**config.mk**
```make
export PLATFORM = sky130hd
export DESIGN_NAME = komandara_md_unit
export DESIGN_NICKNAME = d
export VERILOG_FILES = /design/src/rtl/komandara_md_unit.sv
export SDC_FILE = /design/constraint.sdc
export NUM_CORES = 2
export LEC_CHECK = 0
export CAP_MARGIN = 0
export CORE_UTILIZATION = 70
export CTS_CLUSTER_SIZE = 10
export DETAILED_ROUTE_END_ITERATION = 16
export PLACE_DENSITY = 0.95
export SLEW_MARGIN = 20
export SYNTH_ARGS = -nofsm -noshare
export SYNTH_HDL_FRONTEND = slang
export SYNTH_SLANG_ARGS = --single-unit
```
**constraint.sdc**
```tcl
create_clock -name i_clk -period 15.3 [get_ports i_clk]
set_input_delay 1.53 -clock i_clk [delete_from_list [all_inputs] [get_ports i_clk]]
set_output_delay 1.53 -clock i_clk [all_outputs]
set_load 0.05 [all_outputs]
```
**src/rtl/komandara_md_unit.sv**
```systemverilog
`default_nettype none
// ============================================================================
// Module   : komandara_md_unit
// Brief    : RISC-V M-extension multiply/divide unit with valid/ready handshakes,
//            tag passthrough, flush, and a radix-configurable restoring divider.
// Revision : 1.0 - initial release
// ============================================================================

package komandara_md_pkg;
    typedef enum logic [2:0] {
        MD_MUL    = 3'd0,
        MD_MULH   = 3'd1,
        MD_MULHSU = 3'd2,
        MD_MULHU  = 3'd3,
        MD_DIV    = 3'd4,
        MD_DIVU   = 3'd5,
        MD_REM    = 3'd6,
        MD_REMU   = 3'd7
    } md_op_e;
endpackage

module komandara_md_unit
    import komandara_md_pkg::*;
#(
    parameter int XLEN        = 32,
    parameter int DIV_BITS    = 1,
    parameter int MUL_LATENCY = 1,
    parameter int TAG_W       = 5
) (
    input  logic             i_clk,
    input  logic             i_rst,
    input  logic             i_req_valid,
    output logic             o_req_ready,
    input  md_op_e           i_op,
    input  logic [XLEN-1:0]  i_a,
    input  logic [XLEN-1:0]  i_b,
    input  logic [TAG_W-1:0] i_tag,
    input  logic             i_flush,
    output logic             o_rsp_valid,
    input  logic             i_rsp_ready,
    output logic [XLEN-1:0]  o_rsp_data,
    output logic [TAG_W-1:0] o_rsp_tag,
    output logic             o_busy
);

    localparam int c_steps = XLEN / DIV_BITS;
    localparam int c_cnt_w = $clog2(c_steps) + 1;
    localparam logic [c_cnt_w-1:0] c_last = c_cnt_w'(c_steps - 1);
    localparam logic [XLEN-1:0]    c_min  = {1'b1, {(XLEN-1){1'b0}}};

    typedef enum logic [1:0] {
        S_IDLE = 2'd0,
        S_MUL  = 2'd1,
        S_CALC = 2'd2,
        S_RESP = 2'd3
    } state_e;

    state_e r_state, w_state_nxt, w_acc_state;

    logic             r_valid, r_busy;
    logic [XLEN-1:0]  r_data;
    logic [TAG_W-1:0] r_tag;

    logic w_accept;
    logic w_is_mul, w_div_signed, w_rem_op, w_div_zero, w_div_ovf, w_fast;
    logic [XLEN-1:0] w_fast_res, w_abs_a, w_abs_b;

    assign o_req_ready = !i_rst && !i_flush &&
                         ((r_state == S_IDLE) || ((r_state == S_RESP) && i_rsp_ready));
    assign w_accept    = i_req_valid && o_req_ready;

    assign w_is_mul     = !i_op[2];
    assign w_div_signed = (i_op == MD_DIV) || (i_op == MD_REM);
    assign w_rem_op     = i_op[1];
    assign w_div_zero   = (i_b == '0);
    assign w_div_ovf    = w_div_signed && (i_a == c_min) && (i_b == '1);
    assign w_fast       = w_div_zero || w_div_ovf;
    assign w_fast_res   = w_div_zero ? (w_rem_op ? i_a : '1) : (w_rem_op ? '0 : i_a);
    assign w_abs_a      = (w_div_signed && i_a[XLEN-1]) ? -i_a : i_a;
    assign w_abs_b      = (w_div_signed && i_b[XLEN-1]) ? -i_b : i_b;

    // Multiplier operand source: live request (latency 1) or staged copy (latency 2)
    logic [XLEN-1:0] w_ma, w_mb;
    logic            w_mhi, w_mas, w_mbs;

    generate
        if (MUL_LATENCY == 2) begin : g_mul_lat2
            logic [XLEN-1:0] r_ma, r_mb;
            logic            r_mhi, r_mas, r_mbs;

            always_ff @(posedge i_clk) begin
                if (i_rst) begin
                    r_ma  <= '0;
                    r_mb  <= '0;
                    r_mhi <= 1'b0;
                    r_mas <= 1'b0;
                    r_mbs <= 1'b0;
                end else if (w_accept && w_is_mul) begin
                    r_ma  <= i_a;
                    r_mb  <= i_b;
                    r_mhi <= (i_op != MD_MUL);
                    r_mas <= (i_op == MD_MULH) || (i_op == MD_MULHSU);
                    r_mbs <= (i_op == MD_MULH);
                end
            end

            assign w_ma  = r_ma;
            assign w_mb  = r_mb;
            assign w_mhi = r_mhi;
            assign w_mas = r_mas;
            assign w_mbs = r_mbs;
        end else begin : g_mul_lat1
            assign w_ma  = i_a;
            assign w_mb  = i_b;
            assign w_mhi = (i_op != MD_MUL);
            assign w_mas = (i_op == MD_MULH) || (i_op == MD_MULHSU);
            assign w_mbs = (i_op == MD_MULH);
        end
    endgenerate

    // Sign-extended to 2*XLEN, a modular product yields the correct high half
    logic [2*XLEN-1:0] w_wide_a, w_wide_b, w_prod;
    logic [XLEN-1:0]   w_mul_res;

    assign w_wide_a  = {{XLEN{w_mas & w_ma[XLEN-1]}}, w_ma};
    assign w_wide_b  = {{XLEN{w_mbs & w_mb[XLEN-1]}}, w_mb};
    assign w_prod    = w_wide_a * w_wide_b;
    assign w_mul_res = w_mhi ? w_prod[2*XLEN-1:XLEN] : w_prod[XLEN-1:0];

    logic [XLEN-1:0]    r_quot, r_rem, r_dvs;
    logic [c_cnt_w-1:0] r_cnt;
    logic               r_q_neg, r_r_neg, r_rem_sel;
    logic [XLEN-1:0]    w_q, w_r, w_div_res;
    logic [XLEN:0]      w_trial;

    // DIV_BITS chained restoring steps; dividend bits shift out of r_quot as quotient bits shift in
    always_comb begin
        w_q     = r_quot;
        w_r     = r_rem;
        w_trial = '0;
        for (int i = 0; i < DIV_BITS; i++) begin
            w_trial = {w_r, w_q[XLEN-1]} - {1'b0, r_dvs};
            if (w_trial[XLEN]) begin
                w_r = {w_r[XLEN-2:0], w_q[XLEN-1]};
            end else begin
                w_r = w_trial[XLEN-1:0];
            end
            w_q = {w_q[XLEN-2:0], !w_trial[XLEN]};
        end
    end

    assign w_div_res = r_rem_sel ? (r_r_neg ? -w_r : w_r) : (r_q_neg ? -w_q : w_q);

    always_comb begin
        w_acc_state = S_CALC;
        if (w_is_mul) begin
            w_acc_state = (MUL_LATENCY == 2) ? S_MUL : S_RESP;
        end else if (w_fast) begin
            w_acc_state = S_RESP;
        end

        w_state_nxt = r_state;
        if (i_flush) begin
            w_state_nxt = S_IDLE;
        end else begin
            case (r_state)
                S_IDLE: if (w_accept) w_state_nxt = w_acc_state;
                S_MUL:  w_state_nxt = S_RESP;
                S_CALC: if (r_cnt == c_last) w_state_nxt = S_RESP;
                S_RESP: if (i_rsp_ready) w_state_nxt = w_accept ? w_acc_state : S_IDLE;
                default: w_state_nxt = S_IDLE;
            endcase
        end
    end

    always_ff @(posedge i_clk) begin
        if (i_rst) begin
            r_state <= S_IDLE;
            r_valid <= 1'b0;
            r_busy  <= 1'b0;
        end else begin
            r_state <= w_state_nxt;
            r_valid <= (w_state_nxt == S_RESP);
            r_busy  <= (w_state_nxt == S_MUL) || (w_state_nxt == S_CALC);
        end
    end

    always_ff @(posedge i_clk) begin
        if (i_rst) begin
            r_data    <= '0;
            r_tag     <= '0;
            r_quot    <= '0;
            r_rem     <= '0;
            r_dvs     <= '0;
            r_cnt     <= '0;
            r_q_neg   <= 1'b0;
            r_r_neg   <= 1'b0;
            r_rem_sel <= 1'b0;
        end else if (!i_flush) begin
            if (w_accept) begin
                r_tag <= i_tag;
                if (w_is_mul) begin
                    if (MUL_LATENCY == 1) r_data <= w_mul_res;
                end else if (w_fast) begin
                    r_data <= w_fast_res;
                end else begin
                    r_quot    <= w_abs_a;
                    r_dvs     <= w_abs_b;
                    r_rem     <= '0;
                    r_cnt     <= '0;
                    r_q_neg   <= w_div_signed && (i_a[XLEN-1] ^ i_b[XLEN-1]);
                    r_r_neg   <= w_div_signed && i_a[XLEN-1];
                    r_rem_sel <= w_rem_op;
                end
            end else if (r_state == S_MUL) begin
                r_data <= w_mul_res;
            end else if (r_state == S_CALC) begin
                r_quot <= w_q;
                r_rem  <= w_r;
                r_cnt  <= r_cnt + c_cnt_w'(1);
                if (r_cnt == c_last) r_data <= w_div_res;
            end
        end
    end

    assign o_rsp_valid = r_valid;
    assign o_rsp_data  = r_data;
    assign o_rsp_tag   = r_tag;
    assign o_busy      = r_busy;

endmodule

`default_nettype wire

```
# Yosys cells after proc, flatten, opt, wreduce, memory -nomap -nowiden

Cells that the tools add are included.

Bits in registers: 146
Input bits: 77
Word-level logic and storage cells: 107

Add/subtract/negate cells: 6
Multipliers: 1
Equality and inequality tests: 17
Muxes and demuxes: 39
Reductions and logical operators: 27
Bitwise gates (word level): 5

Operator list:

| kind                                           | count |
|---|---|
| two-way mux 32 bit                             | 26 |
| negation 32 bit                                | 4 |
| == test 32 bit (second input constant)         | 2 |
| multiplier 33 x 33 -> 64 bit                   | 1 |
| subtractor 33 x 32 -> 33 bit                   | 1 |
| zero test 32 bit                               | 1 |
| two-way mux 6 bit                              | 5 |
| two-way mux 2 bit                              | 5 |
| logical AND 1 bit                              | 9 |
| nonzero test 3 bit                             | 3 |
| == test 2 bit (second input constant)          | 4 |
| one-hot mux 2 bit (4 select lines)             | 1 |
| AND reduction 4 bit                            | 2 |
| adder 6 x 1 -> 6 bit (second input constant)   | 1 |
| == test 3 bit (second input constant)          | 2 |
| == test 6 x 5 -> 1 bit (second input constant) | 1 |
| != test 2 bit (second input constant)          | 3 |
| logical OR 1 bit                               | 5 |
| AND reduction 5 bit                            | 1 |
| == test 2 x 1 -> 1 bit (second input constant) | 2 |
| == test 3 x 1 -> 1 bit (second input constant) | 1 |
| == test 3 x 2 -> 1 bit (second input constant) | 1 |
| zero test 1 bit                                | 3 |
| != test 3 x 2 -> 1 bit (second input constant) | 1 |
| 7 further kinds                                | 10 |

# Depth between registers and ports, before layout

Depth in word-level cells: 13
Gate-level depth with buffers: 34
Depth with buffers taken out: 31

# Worst setup path before layout

OpenSTA, ideal clock, no wires.

Kind: input to register
From: input i_op[1]
To: register r_data[29] (netlist: o_rsp_data[29])
Stages on the path: 32
Arrival time: 9.681 ns
Path buffers: 3
Setup slack: 5.503 ns
Library setup time: 0.115 ns
Cells stage by stage: clkbuf_1 > xnor2_1 > nor3b_1 > clkbuf_1 > nand2_1 > fa_1 > fa_1 > inv_1 > fa_1 > inv_1 > fa_1 > inv_1 > fa_1 > fa_1 > fa_1 > inv_1 > fa_1 > inv_1 > ha_1 > clkbuf_1 > a21oi_1 > o21ai_0 > a21oi_1 > o21ai_0 > a21o_1 > a21oi_1 > o31ai_1 > a21o_1 > a21oi_1 > xor2_1 > o221ai_1 > a31o_1

Word-level cells in the longest chain between the ends: 7
Elaborated cells between the ends (all ways): 23
Those cells by class: 1 x mul; 5 x eq/ne; 8 x mux; 2 x bitwise; 7 x reduce/logical

RTL lines:

| element                                                           | line     | source |
|---|---|---|
| start: declaration                                                | 34       | `input md_op_e i_op,` |
| == test 3 x 1 -> 1 bit, or another cell as far along              | 116, 117 |  |
| logical OR 1 bit (on tied branches)                               | 116, 73  |  |
| AND 1 bit or logical AND 1 bit (tied branches)                    | 125, 76  |  |
| multiplier 33 x 33 -> 64 bit or logical AND 1 bit (tied branches) | 127, 76  |  |
| two-way mux 32 bit or logical OR 1 bit (tied branches)            | 128, 77  |  |
| two-way mux 32 bit, or another cell as far along                  | 215      | `end else if (r_state == S_MUL) begin` |
| two-way mux 32 bit or AND reduction 4 bit (tied branches)         | --       |  |
| end signal: assignment                                            | 203      | `if (MUL_LATENCY == 1) r_data <= w_mul_res;` |
| end signal: assignment                                            | 205      | `r_data <= w_fast_res;` |
| end signal: assignment                                            | 216      | `r_data <= w_mul_res;` |
| end: declaration                                                  | 61       | `logic [XLEN-1:0] r_data;` |

Parallel ways exist; a longest one is shown, timed or not. The select of a mux whose other input is x is not followed.
A chain may end at the register's enable or synchronous reset.

# Worst setup path after layout

Ends and elaborated chain as after synthesis.

==> impl_results.md <==
* Post-CTS Hold Buffers at 0
* Routability cong. at 1.06
* Clk sink count at 146
* First-pass GRT wire length at 273 mm
* Core region area at between 70,000 and 80,000 µm²
* H-Tree Depth at 4
* 1st-iter DRT viols at ~5,400
* Critical path class: input pin to register
* Rows at 98
* Sum Neg Setup Slack at 0 ns
* Worst-path clk slew at 0.07 ns
* Mean Syn Cell Area at 8.40 µm²
* Net Count, Synth at 7,458
* Max incr delay on CP at 0.70 ns
* Flop and latch count out of synthesis at 146
* Gr ovfl total at 0
* CTS buffer count at 17
* Pins over their slew limit at 0
* CP endpoint kind: register
* Worst hold margin at 0.461 ns
* Wire per inst at 25.8 µm
* Layout area overhead at 4.33%
* FF-to-FF path depth at 24
* DR vias/cell at 6.54
* Post-synth EDFFs at 0
* Final min period at 11.26 ns
* Seq/Total Area, Yosys at 0.0580
* Die height at 270 µm
* Final net count at ~7,300
* RSZ-0062 raised after global routing: false
* Failing checks: DRC
* Start of the worst register-to-register path: r_quot[31]
* Clock Latency Late Sink at about 0.46 ns
* Min-delay src: o_rsp_data[5]
* CTS tree: built
* Top_reg_cell synth: dfxtp_1
* Inst Count DP at around 6,800
* WHS Path Cells at 2
* Post-route DRC at 4
* Post-CTS Setup Inserts at 0
* Req. time, crit path at approximately 16 ns
* Hold Violations, Final at 0
* Mapped Area at 50,400 µm²
* Via count at 44,591
* Layout cell share with drive strength beyond 1 at 0.0324
* Status: finished with violations
* Pin count of the biggest net entering global routing at 83
* Starting Density at 0.706
* Overall global routing resource usage at 0.495
* Number of global-route vias before repair at 48,577
* Max_slew headroom at 0.228
* # resized after CTS at 0
* I/O pins at 117
* Final Core Density at 0.737
* Port bufs at 116
* Pre-antenna DRT Iters at 14
* Final Cycle Share at 0.736
* Total of max-cap violations at 0
* Root Driver: clkbuf_16
* Die Wd at 270 µm
* HPWL after DPL at 130 mm
* Worst Hold Class: register to register
* Clk buf depth at 2
* Synthesized instance count at 6,003
* ANT nets after route at 0
* Yosys warning total at 0
* Worst reg2reg setup slack at 8.60 ns
* Worst slew pin tran at 1.15 ns
* Fin cells at a little under 7,000
* Max Clk Rate at 0.0888 GHz
* Clk_skew at 0.0162 ns
* Detailed Route WL at roughly 180 mm
* Die area at between 70,000 and 80,000 µm²
* Initial antenna violation count at 15
* Startpoint Class: input pin
* # fillers at 4,957
* Hold Path End: o_rsp_data[5]
* Max FO, Critical Path at 38
* Slowest stage cell, crit path: fa_1
* Post-synthesis cell type count at 91
* Arrival @ worst endpoint at 11.62 ns
* Setup violators final at 0
* RR Endpoint: o_rsp_data[18]
* Ys async rst share at 0
* Critical Path Most Common Cell: fa_1
-- state kept, by name (all words and copies together) (netlist names) --
name         count
r_rem           32
r_cnt            6
r_state          2
o_rsp_tag        5
o_rsp_data      32
r_r_neg          1
o_rsp_valid      1
r_q_neg          1
o_busy           1
r_quot          32
r_rem_sel        1
r_dvs           32
-- critical path: cells and delay by family --
| kind | cells | cell delay (ns) |
|---|---|---|
| buffers and inverters | 9 | 1.80 |
| and+or+nand+nor | 4 | 1.43 |
| AOI/OAI and AO/OA | 7 | 1.72 |
| adders and majority gates | 9 | 4.77 |
| xor gates and xnor gates | 2 | 0.35 |
-- per-stage QoR --
stage	setup WS, ns	cell area (µm²)
finish	4.04	52600
CTS	4.25	52600
floorplan	5.50	50400
global placement	3.88	52000
detailed placement	3.81	52000
global route	3.72	52600
-- cell usage in the layout (no fill, tap or decap), types with 94 or more instances in the layout --
master              n
xor2_1             94
fa_1             1126
nor2_1            281
a21oi_1           191
ha_1              252
buf_4              96
dfxtp_1           146
and2_1            320
o21ai_0           150
inv_1            1233
clkdlybuf4s50_1   100
xnor2_1           115
nand2_1           959
-- per-layer routing --
metal  vias to the layer above  routed length, µm  global-route usage
li1                      17973                  -                   -
met1                     21580              56200               0.572
met2                      3771              77700               0.750
met3                      1259              24400               0.168
met4                         8              17500               0.403
met5                         -                 49                   0
-- cell usage after synthesis, drive strengths merged, types with 33 or more instances --
cell	instances	area [µm²]
xnor2	115	1010
nor3	49	250
or3	33	211
inv	1233	4630
nand2	959	3600
nand3	40	200
buf	116	452
a21oi	191	956
xor2	94	823
nor2	283	1060
ha	252	3150
fa	1126	22500
dfxtp	146	2920
clkbuf	273	1020
a21o	49	368
a211oi	48	360
and2	322	2020
o21ai	160	801
o31ai	68	510
-- how the worst max path moves through the flow --
stage / endpoint / cells past startpoint / start / slack (ns)
final: o_rsp_data[29] / 31 / i_op[1] / 4.04
after global routing: o_rsp_data[29] / 31 / i_op[1] / 3.72
after CTS: o_rsp_data[29] / 31 / i_op[1] / 4.25
after detailed placement: o_rsp_data[29] / 31 / i_op[1] / 3.81
after global placement: o_rsp_data[29] / 31 / i_op[1] / 3.88
after floorplan: o_rsp_data[29] / 32 / i_op[1] / 5.50
-- final cells by class --
type                       instances  area [µm²]  share of cell area
clock inverter                    14         168             0.00319
antenna                           13        32.5            0.000619
tap                              950        1190              0.0226
timing repair buffer             211        1800              0.0342
inverter                        1233        4630              0.0880
multi-input combinational       4235       41400               0.788
clock buffer                      18         429             0.00816
sequential                       146        2920              0.0556
-- kinds of logic (layout without fill, tap and decap cells) --
group | count (synthesis) | in the layout | share of synthesized area
AOI/OAI and AO/OA | 758 | 758 | 0.0993
xor gates and xnor gates | 209 | 209 | 0.0363
adders and majority gates | 1378 | 1378 | 0.510
buffers and inverters | 1622 | 1476 | 0.121
DFF | 146 | 146 | 0.0580
muxes | 32 | 32 | 0.00650
other | 0 | 13 | 0
and+or+nand+nor | 1858 | 1858 | 0.169
Power is left out: the tool's default activity adds up to more than one toggle a clock period on the data nets, which glitch-free logic cannot reach.
